--- src/rtl/switch_debounce_toggle.sv ---
// Four-switch conditioner: two-flop synchroniser, per-switch debounce counter,
// one-cycle release pulse and an LED that toggles on every debounced release.
module switch_debounce_toggle #(
  parameter int unsigned DEBOUNCE_LIMIT = 250000
) (
  input  logic       i_Clk,
  input  logic       i_Rst_L,
  input  logic       i_Switch_1,
  input  logic       i_Switch_2,
  input  logic       i_Switch_3,
  input  logic       i_Switch_4,
  output logic [3:0] o_Sw_Db,
  output logic [3:0] o_Release,
  output logic       o_LED_1,
  output logic       o_LED_2,
  output logic       o_LED_3,
  output logic       o_LED_4
);

  localparam int unsigned NumSw = 4;
  localparam int unsigned CntW  = $clog2(DEBOUNCE_LIMIT);
  localparam logic [CntW-1:0] CntMax = CntW'(DEBOUNCE_LIMIT - 1);

  logic [NumSw-1:0] sw_raw;

  logic [NumSw-1:0] sync1_q, sync1_d;
  logic [NumSw-1:0] sync2_q, sync2_d;
  logic [NumSw-1:0] db_q, db_d;
  logic [NumSw-1:0] rel_q, rel_d;
  logic [NumSw-1:0] led_q, led_d;
  logic [NumSw-1:0][CntW-1:0] cnt_q, cnt_d;

  assign sw_raw = {i_Switch_4, i_Switch_3, i_Switch_2, i_Switch_1};

  always_comb begin
    sync1_d = sw_raw;
    sync2_d = sync1_q;
    db_d    = db_q;
    cnt_d   = cnt_q;
    for (int n = 0; n < NumSw; n++) begin
      if (sync2_q[n] == db_q[n]) begin
        // Any return to the accepted level throws away partial progress.
        cnt_d[n] = '0;
      end else if (cnt_q[n] == CntMax) begin
        db_d[n]  = sync2_q[n];
        cnt_d[n] = '0;
      end else begin
        cnt_d[n] = cnt_q[n] + 1'b1;
      end
    end
    // Only a 1->0 transition of the debounced level counts as a release.
    rel_d = db_q & ~db_d;
    led_d = led_q ^ rel_d;
  end

  always_ff @(posedge i_Clk or negedge i_Rst_L) begin
    if (!i_Rst_L) begin
      sync1_q <= '0;
      sync2_q <= '0;
      db_q    <= '0;
      rel_q   <= '0;
      led_q   <= '0;
      cnt_q   <= '0;
    end else begin
      sync1_q <= sync1_d;
      sync2_q <= sync2_d;
      db_q    <= db_d;
      rel_q   <= rel_d;
      led_q   <= led_d;
      cnt_q   <= cnt_d;
    end
  end

  assign o_Sw_Db   = db_q;
  assign o_Release = rel_q;
  assign o_LED_1   = led_q[0];
  assign o_LED_2   = led_q[1];
  assign o_LED_3   = led_q[2];
  assign o_LED_4   = led_q[3];

endmodule

--- config.mk ---
export PLATFORM = sky130hd
export DESIGN_NAME = switch_debounce_toggle
export DESIGN_NICKNAME = d
export VERILOG_FILES = /design/src/rtl/switch_debounce_toggle.sv
export SDC_FILE = /design/constraint.sdc
export NUM_CORES = 1
export LEC_CHECK = 0
export CAP_MARGIN = 10
export CORE_ASPECT_RATIO = 1.25
export CORE_MARGIN = 2
export CORE_UTILIZATION = 55
export CTS_BUF_LIST = sky130_fd_sc_hd__clkbuf_8
export CTS_CLUSTER_DIAMETER = 60
export CTS_CLUSTER_SIZE = 40
export DETAILED_ROUTE_END_ITERATION = 8
export PLACE_DENSITY = 0.77
export REMOVE_ABC_BUFFERS = 1
export SETUP_SLACK_MARGIN = 0.1
export SLEW_MARGIN = 20
export SYNTH_ARGS = -nofsm -noshare
export SYNTH_HDL_FRONTEND = slang
export SYNTH_SLANG_ARGS = --single-unit
--- constraint.sdc ---
create_clock -name i_Clk -period 2.35 [get_ports i_Clk]
set_clock_uncertainty 0.2 [all_clocks]
set_input_delay 0.235 -clock i_Clk [delete_from_list [all_inputs] [get_ports i_Clk]]
set_output_delay 0.235 -clock i_Clk [all_outputs]
set_load 0.1 [all_outputs]
==> impl_metrics.tcl <==
set metrics [dict create \
    synth.most_common_cell "dfrtp_1" \
    timing.slew.headroom 0.709 \
    critPathSlowestCell "dfrtp_1" \
    cts_buffer_depth 2 \
    die_h_um 103 \
    hold_violations 0 \
    ys_ff_latch 92 \
    route.detailed.drc 0 \
    critPathRequiredTime_ps 2430 \
    worstSetupPathType "reg2reg" \
    instances_no_fill 561 \
    maxCapViolCount 0 \
    post-route-period-util 0.836 \
    seq_area_um2 2300 \
    fp.dieArea_um2 8630 \
    finalSetupTns_ps 0 \
    dp_hpwl_um 5590 \
    fmax_ghz 0.509 \
    setup_viol 0 \
    grt_pass1_vias 3187 \
    diodes 0 \
    ys.flop_type "dfrtp_1" \
    powerDensity_nw_per_um2 565 \
    leakage_nw 1.96 \
    period_needed_ps 1970 \
    dp.cells 544 \
    num-nets-final 471 \
    path_buf_inv 0 \
    grt_max_degree 45 \
    ys_seq_area_frac 0.530 \
    start_util 0.561 \
    root_buffer "clkbuf_8" \
    worst_setup_path_start_kind "flop" \
    cts_hold_buf 1 \
    postCtsSetupRepairBufs 0 \
    ant_nets 0 \
    synth_area_leader_cell "dfrtp_1" \
    viasPerCell 5.69 \
    post_drt_wl_per_cell_um 14.3 \
    io_buffers 17 \
    drt_pass1_iterations 5 \
    yosysWarnings 0 \
    endpoint_kind "flop" \
    drtIter0Drc 144 \
    multi_input_area_um2 1940 \
    tightest_slew_ps 433 \
    top_level_ports 18 \
    critPathTopFamily "simple AND/OR/NAND/NOR gates" \
    tritoncts "done" \
    grt_pass1_wl_um 14200 \
    status "complete, no violations" \
    avgSynthCellArea_um2 10.0 \
    syn_inst 433 \
    fp-row-count 36 \
    grt.overflow.total 0 \
    h-tree-depth 3 \
    area_growth_pct 11.1 \
    synth.distinct_cells 35 \
    grt_use_total 0.200 \
    wl_um 8000 \
    crit_arrival_ps 2050 \
    slew_viol_final 0 \
    grt_antenna_before_repair 0 \
    drive_gt1_frac 0.101 \
    ys_top_cells_by_area "dfrtp_1, xnor2_1, nor2_1" \
    clock_latency_ps 360 \
    clk_pin_slew_worst_paths_ps 100 \
    synth.top_cells.by_count "dfrtp_1, nor2_1, xnor2_1, nand4_1, nor4_1" \
    cts.sinks 92 \
    die_x_um 83.5 \
    fp.coreArea_um2 7750 \
    cp_cell_sequence "nand4_2 > or3_4 > or4_1 > a21oi_1" \
    cp_max_fo 7 \
    hold_path_class "in2async" \
    synth-edff-count 0 \
    cts_resized 0 \
    gp_congestion 0.836 \
    cts-buffers-inserted 9 \
    grt_setup_unrepaired "false" \
    synth_top_area_share 0.530 \
    max_stage_delay_ps 480 \
    async_flop_share 1.00 \
    fill_cells 647 \
    vdd_drop_max_mv 0.455 \
    vias 3192 \
    synth.cell_area_um2 4340 \
]
[routing by layer]
metal / track usage / vias up / wire length (um)
li1: - / 1571 / -
met1: 0.261 / 1548 / 3660
met2: 0.341 / 59 / 3930
met3: 0.0278 / 14 / 274
met4: 0.0881 / 0 / 143
met5: 0 / - / 0
[cell families after synthesis]
| logic type | share of synthesized area |
|---|---|
| AND/OR/NAND/NOR | 0.268 |
| flip-flops | 0.530 |
| XOR/XNOR | 0.129 |
| buffers and inverters | 0.0233 |
| AO/OA/AOI/OAI | 0.0251 |
| multiplexers | 0.0127 |
| adder cells (fa/ha/maj) | 0.0115 |
[stage by stage]
step | hold slack (ps) | setup slack (ps) | cell area (um^2) | utilization | total power (W)
global route | 123 | 275 | 4820 | 0.623 | 0.00283
global placement | -44.3 | 464 | 4630 | 0.598 | 0.00176
detailed placement | -43.1 | 398 | 4630 | 0.598 | 0.00177
floorplan | -261 | 334 | 4300 | - | 0.00170
finish | 101 | 385 | 4820 | 0.623 | 0.00273
CTS | 100 | 397 | 4820 | 0.623 | 0.00275
[worst reg2reg max path: cells and delay by family (launching register included)]
kind,cells,cell delay [ps]
AOI/OAI and AO/OA,1,150
and+or+nand+nor,3,1070
DFF,1,480
[layout by cell type, fill, tap and decap left out, drive strengths merged, types with 3 or more instances in the layout]
| cell type | netlist | routed |
|---|---|---|
| o31ai | 4 | 4 |
| nor4 | 26 | 26 |
| nand3 | 25 | 25 |
| nor3 | 14 | 14 |
| nand2 | 18 | 18 |
| inv | 16 | 18 |
| mux2 | 4 | 4 |
| or3 | 5 | 5 |
| o21ai | 7 | 7 |
| or4 | 4 | 4 |
| nand4 | 28 | 28 |
| nor2 | 80 | 80 |
| clkbuf | 4 | 10 |
| buf | 5 | 21 |
| and3 | 9 | 9 |
| nor4b | 6 | 6 |
| xor2 | 18 | 18 |
| clkdlybuf4s50 | 0 | 4 |
| xnor2 | 46 | 46 |
| ha | 4 | 4 |
| nor2b | 3 | 3 |
| dfrtp | 92 | 92 |
| a21oi | 7 | 7 |
[layout make-up]
cell class / instances / area share
inverter: 16 / 0.0124
clock inverter: 6 / 0.00960
tap: 95 / 0.0246
clock buffer: 10 / 0.0285
multi-input combinational: 316 / 0.402
timing repair buffer: 26 / 0.0456
sequential: 92 / 0.477
[flip-flops by register name, indices dropped and copies added, names as in the netlist]
| signal | count |
|---|---|
| cnt_q | 72 |
| sync2_q | 4 |
| led_q | 4 |
| o_Release | 4 |
| sync1_q | 4 |
| o_Sw_Db | 4 |
[power by group]
part	total, W	switching [W]	internal, W
logic	0.000106	0.0000690	0.0000368
clock network	0.000992	0.000571	0.000421
registers	0.00163	0.0000232	0.00161
total	0.00273	0.000664	0.00206
[path summary, 6_finish.rpt]
path                               to  cells past startpoint  slack, ps       start
max                         cnt_q[51]                      4        380   cnt_q[44]
min                         cnt_q[39]                      2        100     i_Rst_L
max reg2reg                 cnt_q[51]                      4        380   cnt_q[44]
min reg2reg                sync2_q[0]                      0        150  sync1_q[0]
max in group asynchronous   cnt_q[11]                      3       1190     i_Rst_L
min in group i_Clk         sync1_q[0]                      1        120  i_Switch_1
Power figures use the tool's default switching activity.
==> edit 1 (same settings) <==
The output `o_Release` loses its register stage (`rel_q` becomes a continuous assignment).
--- a/src/rtl/switch_debounce_toggle.sv
+++ b/src/rtl/switch_debounce_toggle.sv
@@ -58,18 +58,18 @@
       sync1_q <= '0;
       sync2_q <= '0;
       db_q    <= '0;
-      rel_q   <= '0;
       led_q   <= '0;
       cnt_q   <= '0;
     end else begin
       sync1_q <= sync1_d;
       sync2_q <= sync2_d;
       db_q    <= db_d;
-      rel_q   <= rel_d;
       led_q   <= led_d;
       cnt_q   <= cnt_d;
     end
   end
+
+  assign rel_q = rel_d;
 
   assign o_Sw_Db   = db_q;
   assign o_Release = rel_q;
Check against the original RTL: no difference found for any inputs over 10 cycles, from zero or initial values and one cycle with i_Rst_L low; that may be too few to reach the edited logic, so the function may still have changed.
==> edit 1 against the original RTL <==
Worst hold slack gained 16 ps. Routed wire length up 4.9%. Count of clock-buffer cells in the layout unchanged. Clock power is 8% higher. Sequential cell count decreased by 4. Worst setup slack worse by 290 ps. Combinational power grew 24%. Synthesized area down 2.3%. Final area is 6.1% higher. Power is 1.3% higher. Largest power group unchanged.
==> edit 1: results (changes against the original RTL) <==
INFO  metric yosysSeqAreaShare = 51.90% (-1.1 points)
INFO  metric cts_post_setup_buffers_inserted = 10 (+10)
INFO  metric timing.hold.ws = 116.2 ps (+15.64 ps)
INFO  metric fill_cells = 574 (-11%)
INFO  metric first_pass_grt_wire_length = 14160 microns (about the same)
INFO  metric cp_data_arrival_time = 1820 ps (-230 ps)
INFO  metric first_iter_violations = 132 (-8.3%)
INFO  metric grt_total_usage = 21.57% (+1.5 points)
INFO  metric vias_per_cell = 5.799 (+1.9%)
INFO  metric hold_class = in2reg
INFO  metric first_global_vias = 3222 (+1.1%)
INFO  metric post-place-ws = 270.9 ps (-127.6 ps)
INFO  metric grt_util_met3 = 4.505% (+1.7 points)
INFO  metric run_status = finished clean
INFO  metric critical_path_slowest_stage_cell = dfrtp_2
INFO  metric finalNetCount = 491 (+4.2%)
INFO  metric crit_path_max_fo = 3 (-4)
INFO  metric numPlacedInstances = 539 (-0.92%)
INFO  metric post_dp_cell_area = 0.004592 sq mm (-0.84%)
INFO  metric post_cts_resized = 16 (+16)
INFO  metric drt-wirelength-per-cell = 14.52 microns (+1.8%)
INFO  metric post_synth_most_frequent_cells = 88 x dfrtp_1, 80 x nor2_1, 46 x xnor2_1
INFO  metric cp_slowest_stage_delay = 430 ps (-50 ps)
INFO  metric muxShareOfSynthArea = 1.298% (+0.030 points)
INFO  metric rrSetupSlack = 350 ps (-30 ps)
INFO  metric reg2regPathDepth = 5 (+1)
INFO  metric power.share.clock = 38.7% (+2.3 points)
INFO  metric post_synth_xor_xnor_area = 13.21% (+0.30 points)
INFO  metric pwr-share-comb = 4.7% (+0.8 points)
INFO  metric detailed_routed_wire_length_on_met2 = 4381 microns (+12%)
INFO  metric post_synth.cell_area_avg = 9.890 sq um (-1.4%)
INFO  metric met3RoutedLength = 242 microns (-12%)
INFO  metric vdd_ir_drop_max = 0.3192 mV (-30%)
INFO  metric grt.met2_usage = 37.22% (+3.2 points)
INFO  metric yosys-top-cells-area = dfrtp_1 52%, xnor2_1 9.5%, nor2_1 7.1%
INFO  metric synth-compound-area-share = 2.566% (+0.059 points)
edit 1: changes by cell type after synthesis:
cell	unedited run	this run
dfrtp_1	92	88
edit 1: path summary, 6_finish.rpt:
path                                      start                    to
min reg2reg                sync1_q[0]$_DFF_PN0_  sync2_q[0]$_DFF_PN0_
min in group asynchronous               i_Rst_L   cnt_q[71]$_DFF_PN0_
max reg2reg                 cnt_q[44]$_DFF_PN0_   cnt_q[51]$_DFF_PN0_
min                                  i_Switch_1  sync1_q[0]$_DFF_PN0_
max                         cnt_q[64]$_DFF_PN0_          o_Release[3]
max in group asynchronous               i_Rst_L   cnt_q[44]$_DFF_PN0_
edit 1: final cells by class:
class | instances | area (sq um) | area share (%)
clock buffers | 10 | 137.6 | 2.689
clock inverters | 6 | 68.82 | 1.345
inverters | 16 | 60.06 | 1.174
multi-input cells | 316 | 2071 | 40.46
flip-flops and latches | 88 | 2215 | 43.28
well taps | 92 | 115.1 | 2.249
repair buffers | 50 | 450.4 | 8.802
==> edit 2 (same flow settings) <==
Made on the original files. `DEBOUNCE_LIMIT`: 250000 -> 500000.
--- a/src/rtl/switch_debounce_toggle.sv
+++ b/src/rtl/switch_debounce_toggle.sv
@@ -1,7 +1,7 @@
 // Four-switch conditioner: two-flop synchroniser, per-switch debounce counter,
 // one-cycle release pulse and an LED that toggles on every debounced release.
 module switch_debounce_toggle #(
-  parameter int unsigned DEBOUNCE_LIMIT = 250000
+  parameter int unsigned DEBOUNCE_LIMIT = 500000
 ) (
   input  logic       i_Clk,
   input  logic       i_Rst_L,
Formal check against the unedited RTL: no difference found for any inputs over 10 cycles, from zero or initial values and one cycle with i_Rst_L low; that may be too few to reach the edited logic, so the function may still have changed.
==> edit 2 against the original RTL <==
Sequential cell count grew 4. Routed wire length grew 12%. Non-clock buffer count grew 20. Power grew 7.5%. Final area grew 9.1%. First-iteration DRC count grew 53%. Worst hold slack lost 6.3 ps. Die area grew 4.4%. Largest cell class unchanged. Worst setup slack lost 330 ps. Largest power group unchanged. Sequential share of layout area shrank 2.1 points. Combinational power grew 16%. Synthesized area grew 4.6%. Critical endpoint is now led_q[0]$_DFF_PN0_.
==> edit 2: results (changes against the original RTL) <==
INFO  metric finalNetCount = 500 (+6.2%)
INFO  metric cts_made_buffers = 9 (unchanged)
INFO  metric first_global_vias = 3465 (+8.7%)
INFO  metric cp_data_arrival_time = 2390 ps (+340 ps)
INFO  metric first_pass_grt_wire_length = 15680 microns (+11%)
INFO  metric critical_path_slowest_stage_cell = or4_4
INFO  metric netlist-cell-type-count = 38 (+8.6%)
INFO  metric biggest_register = cnt_q
INFO  metric post-place-ws = 37.12 ps (-361.4 ps)
INFO  metric clock_insertion_delay_worst_skew = 380 ps (+20 ps)
INFO  metric post_synth_most_frequent_cells = 96 x dfrtp_1, 69 x nor2_1, 40 x xnor2_1
INFO  metric worst_path_dominant_cell_family = simple AND/OR/NAND/NOR gates
INFO  metric vdd_ir_drop_max = 0.4521 mV (-0.60%)
INFO  metric final_period_minus_worst_setup_slack = 2291 ps (+325.9 ps)
INFO  metric cts.path.max_buffers = 2 (unchanged)
INFO  metric hold_class = in2reg
INFO  metric clockRootBuffer = clkbuf_8
INFO  metric crit_path_max_fo = 3 (-4)
INFO  metric grt_total_usage = 21.88% (+1.9 points)
INFO  metric first_iter_violations = 221 (+53%)
INFO  metric ys_warn_count = 0 (unchanged)
INFO  metric antenna-diode-count = 0 (unchanged)
INFO  metric grt_max_degree = 43 (-4.4%)
INFO  metric grt_antenna_before_repair = 0 (unchanged)
INFO  metric cts_htree_levels = 3 (unchanged)
INFO  metric power.leakage = 2.147 nW (+9.4%)
INFO  metric drt_pass1_iterations = 4 (-1)
INFO  metric largest_register_ffs = 76 (+5.6%)
INFO  metric yosysSeqAreaShare = 52.89% (-0.12 points)
INFO  metric cp_slowest_stage_delay = 580 ps (+100 ps)
INFO  metric drtAntennaViolNets = 0 (unchanged)
INFO  metric yosys-top-cells-area = dfrtp_1 53%, xnor2_1 7.7%, nor2_1 5.7%
INFO  metric vias_per_cell = 5.733 (+0.76%)
INFO  metric place.detailed.hpwl = 6214 microns (+11%)
INFO  metric clk_pin_slew = 90 ps
INFO  metric wl = 8978 microns (+12%)
INFO  metric run_status = finished clean
INFO  metric synth_async_sr_flop_share = 100.0% (unchanged)
INFO  metric placement.io_buffers = 17 (unchanged)
INFO  metric globalplace.congestion = 0.8458 (+1.1%)
INFO  metric max_slew_headroom_at_the_worst_pin = 63.74% (-7.1 points)
INFO  metric post_route_cells_drive_above_1_share = 18.38% (+8.3 points)
edit 2: cell count changes in the layout (fill, tap and decap cells not counted), moves of 7 or more:
cell     delta
nand4_1     -7
nand2_1    +10
buf_4      +16
nor2_1     -19
edit 2: cells by family (layout without fill, tap and decap cells):
group                      count (synthesis)  after routing  synth area share (%)
and+or+nand+nor                          224            224                 26.67
DFF                                       96             96                 52.89
xor gates and xnor gates                  63             63                 12.15
AOI/OAI and AO/OA                         29             29                 4.049
buffers and inverters                     21             75                 2.149
adders and majority gates                  4              4                 1.102
muxes                                      4              4                0.9917
edit 2: worst reg2reg max path, cell delays in order (launching register included):
cell and delay, ps:
dfrtp_1 400, or4_4 530, or4_4 580, buf_4 160, nor4_4 180, xor2_1 170
edit 2: what timing repair did:
item	in CTS	in global routing
endpoints found under the setup margin	2	23
setup buffers	2	1
resized for setup	0	19
hold buffers	1	0
cloned	0	1
pin swaps	1	7
hold endpoints to repair	40	0
edit 2: worst paths after layout:
kind | start | end | slack [ps] | depth (start not counted)
max | cnt_q[11]$_DFF_PN0_ | led_q[0]$_DFF_PN0_ | 60 | 5
min | i_Switch_1 | sync1_q[0]$_DFF_PN0_ | 90 | 1
max reg2reg | cnt_q[11]$_DFF_PN0_ | led_q[0]$_DFF_PN0_ | 60 | 5
min reg2reg | sync1_q[0]$_DFF_PN0_ | sync2_q[0]$_DFF_PN0_ | 160 | 0
max in group asynchronous | i_Rst_L | cnt_q[44]$_DFF_PN0_ | 1040 | 3
min in group asynchronous | i_Rst_L | cnt_q[36]$_DFF_PN0_ | 170 | 2
edit 2: where the power goes:
part	total (mW)	internal [mW]	switching [mW]
registers	1.70	1.67	0.0247
logic	0.123	0.0454	0.0779
clock network	1.11	0.524	0.586
edit 2: final cells by class:
type / count / area [sq um]
clock buffers: 10 / 137.6
clock inverters: 6 / 67.56
fillers: 640 / 2884
inverters: 13 / 48.80
multi-input cells: 324 / 2092
flip-flops and latches: 96 / 2402
well taps: 97 / 121.4
repair buffers: 46 / 394.1
edit 2: metrics by stage:
step                      instance area [sq um]  hold slack [ps]  std cells  utilization (%)  power, mW
after floorplan                            4493           -260.6        433                -      1.772
after global placement                     4957            52.10        571            60.84      1.844
after detailed placement                   4957            66.43        571            60.84      1.851
after CTS                                  5187            76.89        590            63.67      2.964
after global routing                       5264            77.98        592            64.60      3.057
final                                      5264            94.35        592            64.60      2.932
edit 2: routing by layer:
metal	up-vias	wire length (microns)	global-route usage, %
met5	-	0	0
met4	0	199	10.66
met3	16	298	4.855
met2	58	4590	35.77
met1	1677	3888	27.35
li1	1643	-	-
